File: config.mk
export PLATFORM = sky130hd
export DESIGN_NAME = ps2_key_decoder
export DESIGN_NICKNAME = d
export VERILOG_FILES = /design/src/rtl/ps2_pkg.sv /design/src/rtl/ps2_key_decoder_filter.sv /design/src/rtl/ps2_key_decoder.sv
export SDC_FILE = /design/constraint.sdc
export NUM_CORES = 1
export LEC_CHECK = 0
export CAP_MARGIN = 20
export CORE_MARGIN = 2
export CORE_UTILIZATION = 30
export CTS_CLUSTER_SIZE = 8
export DETAILED_ROUTE_END_ITERATION = 8
export SLEW_MARGIN = 20
export SYNTH_ARGS = -nofsm -noshare
export SYNTH_HDL_FRONTEND = slang
export SYNTH_SLANG_ARGS = --single-unit
File: constraint.sdc
create_clock -name clk -period 2.3 [get_ports clk]
set_clock_uncertainty 0.1 [all_clocks]
set_input_delay 0.69 -clock clk [delete_from_list [all_inputs] [get_ports clk]]
set_output_delay 0.69 -clock clk [all_outputs]
set_load 0.01 [all_outputs]
File: src/rtl/ps2_pkg.sv
// Shared constants for the PS/2 game-key decoder: scan codes, key indices,
// frame FSM states and the scan-code to key lookup.
package ps2_pkg;

  localparam int NUM_KEYS = 5;

  localparam logic [7:0] SC_EXT   = 8'hE0;
  localparam logic [7:0] SC_BREAK = 8'hF0;
  localparam logic [7:0] SC_LEFT  = 8'h6B;
  localparam logic [7:0] SC_RIGHT = 8'h74;
  localparam logic [7:0] SC_UP    = 8'h75;
  localparam logic [7:0] SC_DOWN  = 8'h72;
  localparam logic [7:0] SC_SPACE = 8'h29;
  localparam logic [7:0] SC_ENTER = 8'h5A;

  localparam int KEY_LEFT  = 0;
  localparam int KEY_CHECK = 1;
  localparam int KEY_RIGHT = 2;
  localparam int KEY_UP    = 3;
  localparam int KEY_DOWN  = 4;

  typedef enum logic [1:0] {IDLE, DATA, PARITY, STOP} frameState_e;

  typedef struct packed {
    logic       hit;
    logic [2:0] idx;
  } keyHit_t;

  // Arrow keys only exist behind the E0 prefix; space/Enter only without it.
  function automatic keyHit_t keyLookup(input logic [7:0] code, input logic ext);
    keyHit_t r;
    r.hit = 1'b1;
    r.idx = 3'(KEY_LEFT);
    if (ext) begin
      case (code)
        SC_LEFT:  r.idx = 3'(KEY_LEFT);
        SC_RIGHT: r.idx = 3'(KEY_RIGHT);
        SC_UP:    r.idx = 3'(KEY_UP);
        SC_DOWN:  r.idx = 3'(KEY_DOWN);
        default:  r.hit = 1'b0;
      endcase
    end else begin
      case (code)
        SC_SPACE, SC_ENTER: r.idx = 3'(KEY_CHECK);
        default:            r.hit = 1'b0;
      endcase
    end
    return r;
  endfunction

endpackage

File: src/rtl/ps2_key_decoder_filter.sv
// PS/2 pin conditioning: 2-FF synchronisers on clock and data, a run-length
// glitch filter on the clock, and a one-cycle strobe on each filtered falling edge.
module ps2_clk_filter #(
  parameter int FILTER_LEN = 8
) (
  input  logic clk,
  input  logic reset_n,
  input  logic ps2Clk_i,
  input  logic ps2Data_i,
  output logic dataSync_o,
  output logic fall_o
);

  localparam int CW = $clog2(FILTER_LEN + 1);

  logic [1:0]    clkSync_q, dataSync_q;
  logic          filt_q, filt_d;
  logic [CW-1:0] cnt_q, cnt_d;
  logic          fall_q, fall_d;

  always_ff @(posedge clk or negedge reset_n) begin
    if (!reset_n) begin
      clkSync_q  <= 2'b11;
      dataSync_q <= 2'b11;
      filt_q     <= 1'b1;
      cnt_q      <= '0;
      fall_q     <= 1'b0;
    end else begin
      clkSync_q  <= {clkSync_q[0], ps2Clk_i};
      dataSync_q <= {dataSync_q[0], ps2Data_i};
      filt_q     <= filt_d;
      cnt_q      <= cnt_d;
      fall_q     <= fall_d;
    end
  end

  // Any sample agreeing with the filtered level restarts the run count.
  always_comb begin
    filt_d = filt_q;
    cnt_d  = '0;
    fall_d = 1'b0;
    if (clkSync_q[1] != filt_q) begin
      if (cnt_q == CW'(FILTER_LEN - 1)) begin
        filt_d = clkSync_q[1];
        fall_d = filt_q;
      end else begin
        cnt_d = cnt_q + 1'b1;
      end
    end
  end

  assign dataSync_o = dataSync_q[1];
  assign fall_o     = fall_q;

endmodule

File: src/rtl/ps2_key_decoder.sv
// PS/2 keyboard frame receiver and five-key game decoder (press pulse + held level).
// Define PS2_AUTOREPEAT_EN to pulse on every make code, including typematic repeats.
module ps2_key_decoder
  import ps2_pkg::*;
#(
  parameter int FILTER_LEN     = 8,
  parameter int TIMEOUT_CYCLES = 200000
) (
  input  logic                clk,
  input  logic                reset_n,
  input  logic                ps2_clk,
  input  logic                ps2_data,
  output logic [NUM_KEYS-1:0] key_pulse,
  output logic [NUM_KEYS-1:0] key_held,
  output logic [7:0]          scan_code,
  output logic                scan_valid,
  output logic                frame_err
);

  localparam int TW = $clog2(TIMEOUT_CYCLES);

  logic dataS, fall;

  ps2_clk_filter #(.FILTER_LEN(FILTER_LEN)) u_filter (
    .clk        (clk),
    .reset_n    (reset_n),
    .ps2Clk_i   (ps2_clk),
    .ps2Data_i  (ps2_data),
    .dataSync_o (dataS),
    .fall_o     (fall)
  );

  frameState_e         state_q, state_d;
  logic [2:0]          bitCnt_q, bitCnt_d;
  logic [7:0]          shift_q, shift_d;
  logic                parity_q, parity_d;
  logic [TW-1:0]       tmo_q, tmo_d;
  logic [7:0]          scanCode_q, scanCode_d;
  logic                scanValid_q, scanValid_d;
  logic                frameErr_q, frameErr_d;
  logic                ext_q, ext_d, brk_q, brk_d;
  logic [NUM_KEYS-1:0] held_q, held_d, pulse_q, pulse_d;
  keyHit_t             hit;

  always_ff @(posedge clk or negedge reset_n) begin
    if (!reset_n) begin
      state_q     <= IDLE;
      bitCnt_q    <= '0;
      shift_q     <= '0;
      parity_q    <= 1'b0;
      tmo_q       <= '0;
      scanCode_q  <= '0;
      scanValid_q <= 1'b0;
      frameErr_q  <= 1'b0;
      ext_q       <= 1'b0;
      brk_q       <= 1'b0;
      held_q      <= '0;
      pulse_q     <= '0;
    end else begin
      state_q     <= state_d;
      bitCnt_q    <= bitCnt_d;
      shift_q     <= shift_d;
      parity_q    <= parity_d;
      tmo_q       <= tmo_d;
      scanCode_q  <= scanCode_d;
      scanValid_q <= scanValid_d;
      frameErr_q  <= frameErr_d;
      ext_q       <= ext_d;
      brk_q       <= brk_d;
      held_q      <= held_d;
      pulse_q     <= pulse_d;
    end
  end

  // Frame FSM; the watchdog only runs mid-frame and is rearmed by every fall.
  always_comb begin
    state_d     = state_q;
    bitCnt_d    = bitCnt_q;
    shift_d     = shift_q;
    parity_d    = parity_q;
    tmo_d       = '0;
    scanCode_d  = scanCode_q;
    scanValid_d = 1'b0;
    frameErr_d  = 1'b0;
    case (state_q)
      IDLE: if (fall) begin
        if (!dataS) begin
          state_d  = DATA;
          bitCnt_d = '0;
        end else begin
          frameErr_d = 1'b1;
        end
      end
      DATA: if (fall) begin
        shift_d  = {dataS, shift_q[7:1]};
        bitCnt_d = bitCnt_q + 3'd1;
        if (bitCnt_q == 3'd7) state_d = PARITY;
      end
      PARITY: if (fall) begin
        parity_d = dataS;
        state_d  = STOP;
      end
      STOP: if (fall) begin
        state_d = IDLE;
        if (dataS && (^{shift_q, parity_q})) begin
          scanCode_d  = shift_q;
          scanValid_d = 1'b1;
        end else begin
          frameErr_d = 1'b1;
        end
      end
      default: state_d = IDLE;
    endcase
    if (state_q != IDLE && !fall) begin
      if (tmo_q == TW'(TIMEOUT_CYCLES - 2)) begin
        state_d    = IDLE;
        frameErr_d = 1'b1;
      end else begin
        tmo_d = tmo_q + 1'b1;
      end
    end
  end

  // Prefix tracking and per-key make/break handling on accepted bytes.
  always_comb begin
    hit     = keyLookup(scanCode_q, ext_q);
    ext_d   = ext_q;
    brk_d   = brk_q;
    held_d  = held_q;
    pulse_d = '0;
    if (frameErr_q) begin
      ext_d = 1'b0;
      brk_d = 1'b0;
    end else if (scanValid_q) begin
      if (scanCode_q == SC_EXT) begin
        ext_d = 1'b1;
      end else if (scanCode_q == SC_BREAK) begin
        brk_d = 1'b1;
      end else begin
        ext_d = 1'b0;
        brk_d = 1'b0;
        if (hit.hit) begin
          if (brk_q) begin
            held_d[hit.idx] = 1'b0;
          end else begin
            held_d[hit.idx] = 1'b1;
`ifdef PS2_AUTOREPEAT_EN
            pulse_d[hit.idx] = 1'b1;
`else
            pulse_d[hit.idx] = ~held_q[hit.idx];
`endif
          end
        end
      end
    end
  end

  assign key_pulse  = pulse_q;
  assign key_held   = held_q;
  assign scan_code  = scanCode_q;
  assign scan_valid = scanValid_q;
  assign frame_err  = frameErr_q;

endmodule

==> impl_results.md, run 1 <==
* Status: finished, final reports clean
* Placed Instance Area at 3430 µm²
* Crit path buf inv count at 2
* Insertion delay of the later-clocked pin in the worst-skew pair at 340 ps
* Top Family by Delay on Critical Path: buffers and inverters
* Routed WL per cell at 12.1 µm
* Count of port buffers added during placement at 23
* Final instance area at 3650 µm²
* Pwr Density at 645 nW/µm²
* Die Footprint at 10900 µm²
* Fin nets at 312
* Overall power at 2.36 mW
* Via density per instance at 4.60
* Startpoint type of the worst setup path: register
* Number of ports placed on the die boundary at 24
* Number of nets in the synthesized netlist at 280
* Number of slew-limit violations in the final report at 0
* Worst hold path type: reg -> reg
* Fraction of synthesized cell area taken by the top area cell type at 0.488
* Half-perimeter wire length after placement at 3640 µm
* Drc violations at 0
* CTS clock-pin slew for the worst setup and hold paths at 70 ps
* Syn-to-layout area delta at 20.9%
* Placement row count at 36
* H-tree depth at 3
* CTS buffer count at 9
* Library cell contributing the largest single delay on the critical path: sky130_fd_sc_hd__clkdlybuf4s50_1
* Shortest clock period the worst path allows after layout at 2190 ps
* Post-synth EDFFs at 0
* Antenna Diode Count at 0
* List of cells traversed by the critical path: buf_4 -> clkdlybuf4s50_1
* Clock Tree Buf Depth at 2
* Number of cells in the finished layout apart from fillers at 437
* Weighted congestion at the end of routability-driven global placement at 0.829
* Post-synth cell types at 40
* Starting utilization of the core area at 0.309
* Setup slack after placement at -11.8 ps
* Area used by sequential logic in the layout at 1610 µm²
* Number of DRC markers in iteration 0 at 97
* Kind of end point of the critical path: output pin
* Avg Inst Size Synth at 11.3 µm²
* First-pass GRT wire length at 9450 µm
* Clock tree root driver cell: sky130_fd_sc_hd__clkbuf_8
* Ratio of final minimum period to clock period at 0.952
* Global routing usage summed across all routing layers at 0.108
* Critical path fanouts, max at 10
* Number of detailed-routing iterations run before antenna repair at 4
* Data required, critical path at 1510 ps
* Number of global-route vias before repair at 2055
* Number of antenna violations at the first check in global routing at 0
* Leakage power of the design at 1.62 nW
* Total Wirelength at 5300 µm
* Arrival time reported for the critical path endpoint at 1400 ps
* Maximum vdd ir drop at 269 µV
* Count of antenna-violating nets left after detailed routing at 0
* Chip Height at 104 µm
* Area of the multi-input gates at 1350 µm²
* Core region area at 9770 µm²
* Leading area contributor after synthesis: sky130_fd_sc_hd__dfrtp_1
* Post-synthesis register bit count at 64
* Max Fclk at 0.457 GHz
* Count of vias placed by the detailed router at 2012
* Crit Path Category: reg -> out
* Fraction of final layout cells with drive strength greater than 1 at 0.155
* Most instantiated flip-flop cell in the synthesis netlist: sky130_fd_sc_hd__dfrtp_1
* Final setup fails at 0
* Placed Cells at 421
* Die X at 104 µm
* Warning count from the yosys run at 0
* Pin count of the biggest net entering global routing at 65
* Share of flip-flops with an asynchronous set or reset after synthesis at 1.00
* Share of the yosys chip area belonging to registers at 0.532
* Overflow left after global routing at 0
* Cell area after technology mapping at 3020 µm²
* Number of maximum-capacitance violations at 0
* Final core utilization at 0.374
* Number of hold buffers added after cts at 0
* Gate Count Post-Synth at 267
* Hold Vio Cnt, Final at 0
* Largest stage delay on the critical path at 550 ps
* TritonCTS clock tree: done
* Setup slack of the critical path after layout at 111 ps
* Count of clock tree sinks at 64
* Ranking of synthesized cells by area: sky130_fd_sc_hd__dfrtp_1, sky130_fd_sc_hd__mux2_2, sky130_fd_sc_hd__dfstp_2
* Filler Cells Inserted at 950
* Worst slew margin relative to its limit at 0.692
* Setup repair after global routing missed its margin: false
* Actual slew at the worst max-slew pin at 459 ps
-- cell type report --
| type | count | area share |
|---|---|---|
| Sequential cell | 64 | 0.440 |
| Inverter | 10 | 0.0103 |
| Timing Repair Buffer | 27 | 0.0733 |
| Tap cell | 133 | 0.0455 |
| Clock buffer | 13 | 0.0435 |
| Multi-Input combinational cell | 187 | 0.370 |
| Clock inverter | 3 | 0.0178 |
-- worst paths after layout --
path | from | end | slack, ps | cells past startpoint
max in group asynchronous | reset_n | u_filter.dataSync_q[0]$_DFF_PN1_ | 1520 | 2
min | u_filter.dataSync_q[0]$_DFF_PN1_ | u_filter.dataSync_q[1]$_DFF_PN1_ | 250 | 0
min in group asynchronous | reset_n | u_filter.cnt_q[2]$_DFF_PN0_ | 270 | 2
max reg2reg | shift_q[1]$_DFFE_PN0P_ | scan_code[3]$_DFFE_PN0P_ | 170 | 5
max | scan_code[0]$_DFFE_PN0P_ | scan_code[0] | 110 | 2
min reg2reg | u_filter.dataSync_q[0]$_DFF_PN1_ | u_filter.dataSync_q[1]$_DFF_PN1_ | 250 | 0
-- cells in the mapped netlist, drive strengths merged, types with 2 or more instances --
master and count:
dfrtp 59, nor2 30, mux2 20, xor2 14, nand2 12, inv 10
nand4 10, xnor2 10, ha 9, o21ai 9, a21oi 8, nand3 8
nor3 8, and3 5, dfstp 5, nor2b 5, clkbuf 4, nand2b 4
o211ai 4, and2 3, and4 3, nor3b 3, o31ai 3, a22o 2
buf 2, mux2i 2, nand3b 2, nor4 2, or3 2
-- cell usage in the layout (no fill, tap or decap), types with 2 or more instances in the layout --
cell / instances
sky130_fd_sc_hd__nand2_1: 12
sky130_fd_sc_hd__nor3b_1: 3
sky130_fd_sc_hd__ha_1: 9
sky130_fd_sc_hd__o31ai_1: 3
sky130_fd_sc_hd__nor2b_1: 5
sky130_fd_sc_hd__dfrtp_1: 59
sky130_fd_sc_hd__nand3_1: 8
sky130_fd_sc_hd__mux2_2: 12
sky130_fd_sc_hd__nand2b_1: 4
sky130_fd_sc_hd__nor4_1: 2
sky130_fd_sc_hd__xor2_1: 14
sky130_fd_sc_hd__dfstp_2: 5
sky130_fd_sc_hd__mux2i_1: 2
sky130_fd_sc_hd__xnor2_1: 10
sky130_fd_sc_hd__nor3_1: 8
sky130_fd_sc_hd__mux2_4: 8
sky130_fd_sc_hd__and2_1: 3
sky130_fd_sc_hd__clkdlybuf4s50_1: 22
sky130_fd_sc_hd__buf_4: 3
sky130_fd_sc_hd__a22o_1: 2
sky130_fd_sc_hd__and4_1: 3
sky130_fd_sc_hd__bufinv_16: 2
sky130_fd_sc_hd__o21ai_0: 9
sky130_fd_sc_hd__o211ai_1: 4
sky130_fd_sc_hd__clkbuf_1: 2
sky130_fd_sc_hd__nand3b_1: 2
sky130_fd_sc_hd__inv_1: 10
sky130_fd_sc_hd__a21oi_1: 8
sky130_fd_sc_hd__nor2_1: 30
sky130_fd_sc_hd__and3_1: 5
sky130_fd_sc_hd__nand4_1: 10
sky130_fd_sc_hd__clkbuf_8: 11
-- metrics by stage --
stage,setup TNS [ps],hold slack [ps]
4_1_cts,0,256
5_1_grt,0,263
6_report,0,255
3_3_place_gp,0,246
2_1_floorplan,0,245
3_5_place_dp,-76.2,247
-- what timing repair did --
item                       in CTS  in global routing
hold endpoints to repair        0                  0
gates resized for setup         1                  0
setup endpoints to repair       8                  0
setup buffers                   0                  0
-- logic make-up (layout without fill, tap and decap cells) --
family | after synthesis | count (layout) | synth area share
multiplexers | 22 | 22 | 0.0911
buffers and inverters | 16 | 53 | 0.0228
XOR/XNOR | 25 | 25 | 0.0770
AO/OA/AOI/OAI | 32 | 32 | 0.0704
flip-flops | 64 | 64 | 0.532
adder cells (fa/ha/maj) | 9 | 9 | 0.0373
AND/OR/NAND/NOR | 99 | 99 | 0.170
-- report_power, final --
group	switching [mW]	internal, mW
registers	0.0233	1.17
clock network	0.408	0.669
logic	0.0496	0.0425
-- layer usage --
metal	wire, µm	vias to the layer above	track usage
met5	0	-	0
met4	121	0	0.0666
met3	182	10	0.0313
met2	2490	31	0.169
met1	2500	967	0.131
li1	-	1004	-
-- flip-flops by register name (all words and copies together) (netlist names), named ones only --
name and count:
frame_err 1, state_q 2, shift_q 8, bitCnt_q 3, scan_code 8, u_filter.clkSync_q 2
ext_q 1, key_pulse 5, u_filter.filt_q 1, u_filter.dataSync_q 2, u_filter.fall_o 1, u_filter.cnt_q 4
brk_q 1, parity_q 1, scan_valid 1, tmo_q 18
(Power assumes the default switching activity.)
==> run 2: changes to the inputs <==
==> constraint.sdc (replaced) <==
create_clock -name clk -period 2.1 [get_ports clk]
set_clock_uncertainty 0.1 [all_clocks]
set_input_delay 0.63 -clock clk [delete_from_list [all_inputs] [get_ports clk]]
set_output_delay 0.63 -clock clk [all_outputs]
set_load 0.01 [all_outputs]
==> impl_results.md, run 2 (synthesis results as in run 1) <==
* Reg with most FFs: tmo_q
* Crit Path Category: reg -> reg
* Placed Cells at 430 (+2.1%)
* Number of detailed-routing iterations run before antenna repair at 4 (unchanged)
* Arrival time reported for the critical path endpoint at 2250 ps (+850 ps)
* Global routing usage summed across all routing layers at 0.107 (-0.00104)
* Count of clock tree sinks at 64 (unchanged)
* Worst slew margin relative to its limit at 0.697 (+0.00449)
* CTS clock-pin slew for the worst setup and hold paths at 70 ps (about the same)
* Failing checks: negative setup slack
* Final setup fails at 8 (+8)
* Number of hold buffers added after cts at 0 (unchanged)
* Number of cells in the finished layout apart from fillers at 449 (+2.7%)
* Number of slew-limit violations in the final report at 0 (unchanged)
* Shortest clock period the worst path allows after layout at 2140 ps
* Pwr Density at 625 nW/µm² (-3.1%)
* Highest signal layer in the routed design: met4
* Antenna Diode Count at 0 (unchanged)
* Number of global-route vias before repair at 2066 (+0.54%)
* Hold Vio Cnt, Final at 0 (unchanged)
* Final instance area at 3700 µm² (+1.3%)
* Data required, critical path at 2210 ps (+700 ps)
* Placed Instance Area at 3490 µm² (+2.0%)
* Library cell contributing the largest single delay on the critical path: sky130_fd_sc_hd__xnor3_1
* WL met3 at 211 µm (+16%)
* Total Wirelength at 5330 µm (+0.53%)
* Pin count of the biggest net entering global routing at 65 (unchanged)
* Commonest non-fill, non-tap cells in the layout: sky130_fd_sc_hd__dfrtp_1, sky130_fd_sc_hd__nor2_1, sky130_fd_sc_hd__clkdlybuf4s50_1
* List of cells traversed by the critical path: xor2_1 -> xnor3_1 -> xnor2_1 -> or3_1 -> buf_6 -> mux2_4
* Met1 wire length at 2430 µm (-2.7%)
* Final core utilization at 0.379 (+0.00499)
* Number of antenna violations at the first check in global routing at 0 (unchanged)
* Number of ports placed on the die boundary at 24 (unchanged)
* Fin nets at 325 (+4.2%)
* Number of maximum-capacitance violations at 0 (unchanged)
* Drc violations at 0 (unchanged)
* Number of flip-flops under the largest register name at 18 (unchanged)
* Weighted congestion at the end of routability-driven global placement at 0.787 (-5.1%)
* Die Footprint at 10900 µm² (unchanged)
* Routed WL per cell at 11.9 µm (-2.2%)
* Core region area at 9770 µm² (unchanged)
* Count of antenna-violating nets left after detailed routing at 0 (unchanged)
* Crit path buf inv count at 1 (-1)
* Top Family by Delay on Critical Path: XOR/XNOR gates
* Accumulated negative setup slack at -255 ps (-255 ps)
* Chip Height at 104 µm (unchanged)
* Syn-to-layout area delta at 22.5%
* Starting utilization of the core area at 0.309 (unchanged)
* Maximum vdd ir drop at 233 µV (-14%)
* Clock tree root driver cell: sky130_fd_sc_hd__clkbuf_8
* Die X at 104 µm (unchanged)
* Placement row count at 36 (unchanged)
* Filler Cells Inserted at 977 (+2.8%)
* Max Fclk at 0.467 GHz
* Setup slack of the critical path after layout at -39.6 ps (-151 ps)
* CTS buffer count at 9 (unchanged)
* Kind of end point of the critical path: register
* Ratio of final minimum period to clock period at 1.02
* Via density per instance at 4.68 (+1.6%)
* Leading cell type in the layout, fill and taps excluded: sky130_fd_sc_hd__dfrtp_1
* Startpoint type of the worst setup path: register
* Setup slack after placement at -48.8 ps (-37.0 ps)
* Half-perimeter wire length after placement at 3790 µm (+4.1%)
* Overall power at 2.32 mW (-1.8%)
* Status: finished with violations
* H-tree depth at 3 (unchanged)
* Fraction of final layout cells with drive strength greater than 1 at 0.196 (+0.0416)
* Largest stage delay on the critical path at 420 ps (-130 ps)
* TritonCTS clock tree: done
* Leakage power of the design at 1.67 nW (+3.1%)
* Critical path fanouts, max at 9 (-1)
* Count of port buffers added during placement at 23 (unchanged)
* Overflow left after global routing at 0 (unchanged)
* Setup repair after global routing missed its margin: true
* Met2 routed WL at 2540 µm (+1.9%)
* Worst hold path type: in -> async
* Insertion delay of the later-clocked pin in the worst-skew pair at 330 ps (about the same)
* Count of vias placed by the detailed router at 2101 (+4.4%)
* Number of DRC markers in iteration 0 at 105 (+8.2%)
* Hold Worst Slack at 202 ps (-52.5 ps)
* Clock Tree Buf Depth at 2 (unchanged)
* Actual slew at the worst max-slew pin at 452 ps (-6.68 ps)
* First-pass GRT wire length at 9490 µm (+0.43%)
run 2: changes by cell type in the layout (fill, tap and decap cells not counted), moves of 2 or more:
cell | previous run | this run
sky130_fd_sc_hd__dfrtp_2 | 0 | 5
sky130_fd_sc_hd__bufinv_16 | 2 | 0
sky130_fd_sc_hd__dfrtp_1 | 59 | 54
sky130_fd_sc_hd__buf_4 | 3 | 15
run 2: routing by layer:
| layer | up-vias | global-route usage |
|---|---|---|
| met2 | 42 | 0.171 |
| met4 | 0 | 0.0666 |
| met5 | - | 0 |
| met1 | 1016 | 0.130 |
| li1 | 1031 | - |
| met3 | 12 | 0.0263 |
run 2: layout make-up:
cell class,count,area (µm²),area share
Clock buffer,14,163,0.0439
Clock inverter,1,5.00,0.00135
Inverter,10,37.5,0.0101
Multi-Input combinational cell,187,1350,0.364
Sequential cell,64,1610,0.436
Tap cell,133,166,0.0449
Timing Repair Buffer,40,372,0.100
run 2: final timing paths:
check                                                 startpoint                               end  slack [ps]  cells after the start
worst max-delay path                      shift_q[1]$_DFFE_PN0P_          scan_code[0]$_DFFE_PN0P_         -40                      6
worst max register to register            shift_q[1]$_DFFE_PN0P_          scan_code[0]$_DFFE_PN0P_         -40                      6
worst min register to register  u_filter.dataSync_q[0]$_DFF_PN1_  u_filter.dataSync_q[1]$_DFF_PN1_         250                      0
min in group clk                u_filter.dataSync_q[0]$_DFF_PN1_  u_filter.dataSync_q[1]$_DFF_PN1_         250                      0
worst min-delay path                                     reset_n                tmo_q[7]$_DFF_PN0_         200                      2
max in group asynchronous                                reset_n  u_filter.dataSync_q[1]$_DFF_PN1_        1380                      2
run 2: worst register-to-register path, stage by stage (launching register included):
cell	delay, ps
sky130_fd_sc_hd__dfrtp_1	390
sky130_fd_sc_hd__xor2_1	150
sky130_fd_sc_hd__xnor3_1	420
sky130_fd_sc_hd__xnor2_1	140
sky130_fd_sc_hd__or3_1	360
sky130_fd_sc_hd__buf_6	160
sky130_fd_sc_hd__mux2_4	290
run 2: what timing repair did:
item | in CTS | in global routing
setup endpoints to repair | 12 | 14
gates resized for setup | 5 | 2
setup buffers | 0 | 4
run 2: where the power goes:
group,switching [mW],total [mW],internal (mW)
Sequential,0.0263,1.30,1.28
Clock,0.427,0.913,0.486
Combinational,0.0524,0.0988,0.0464
Total,0.506,2.32,1.81
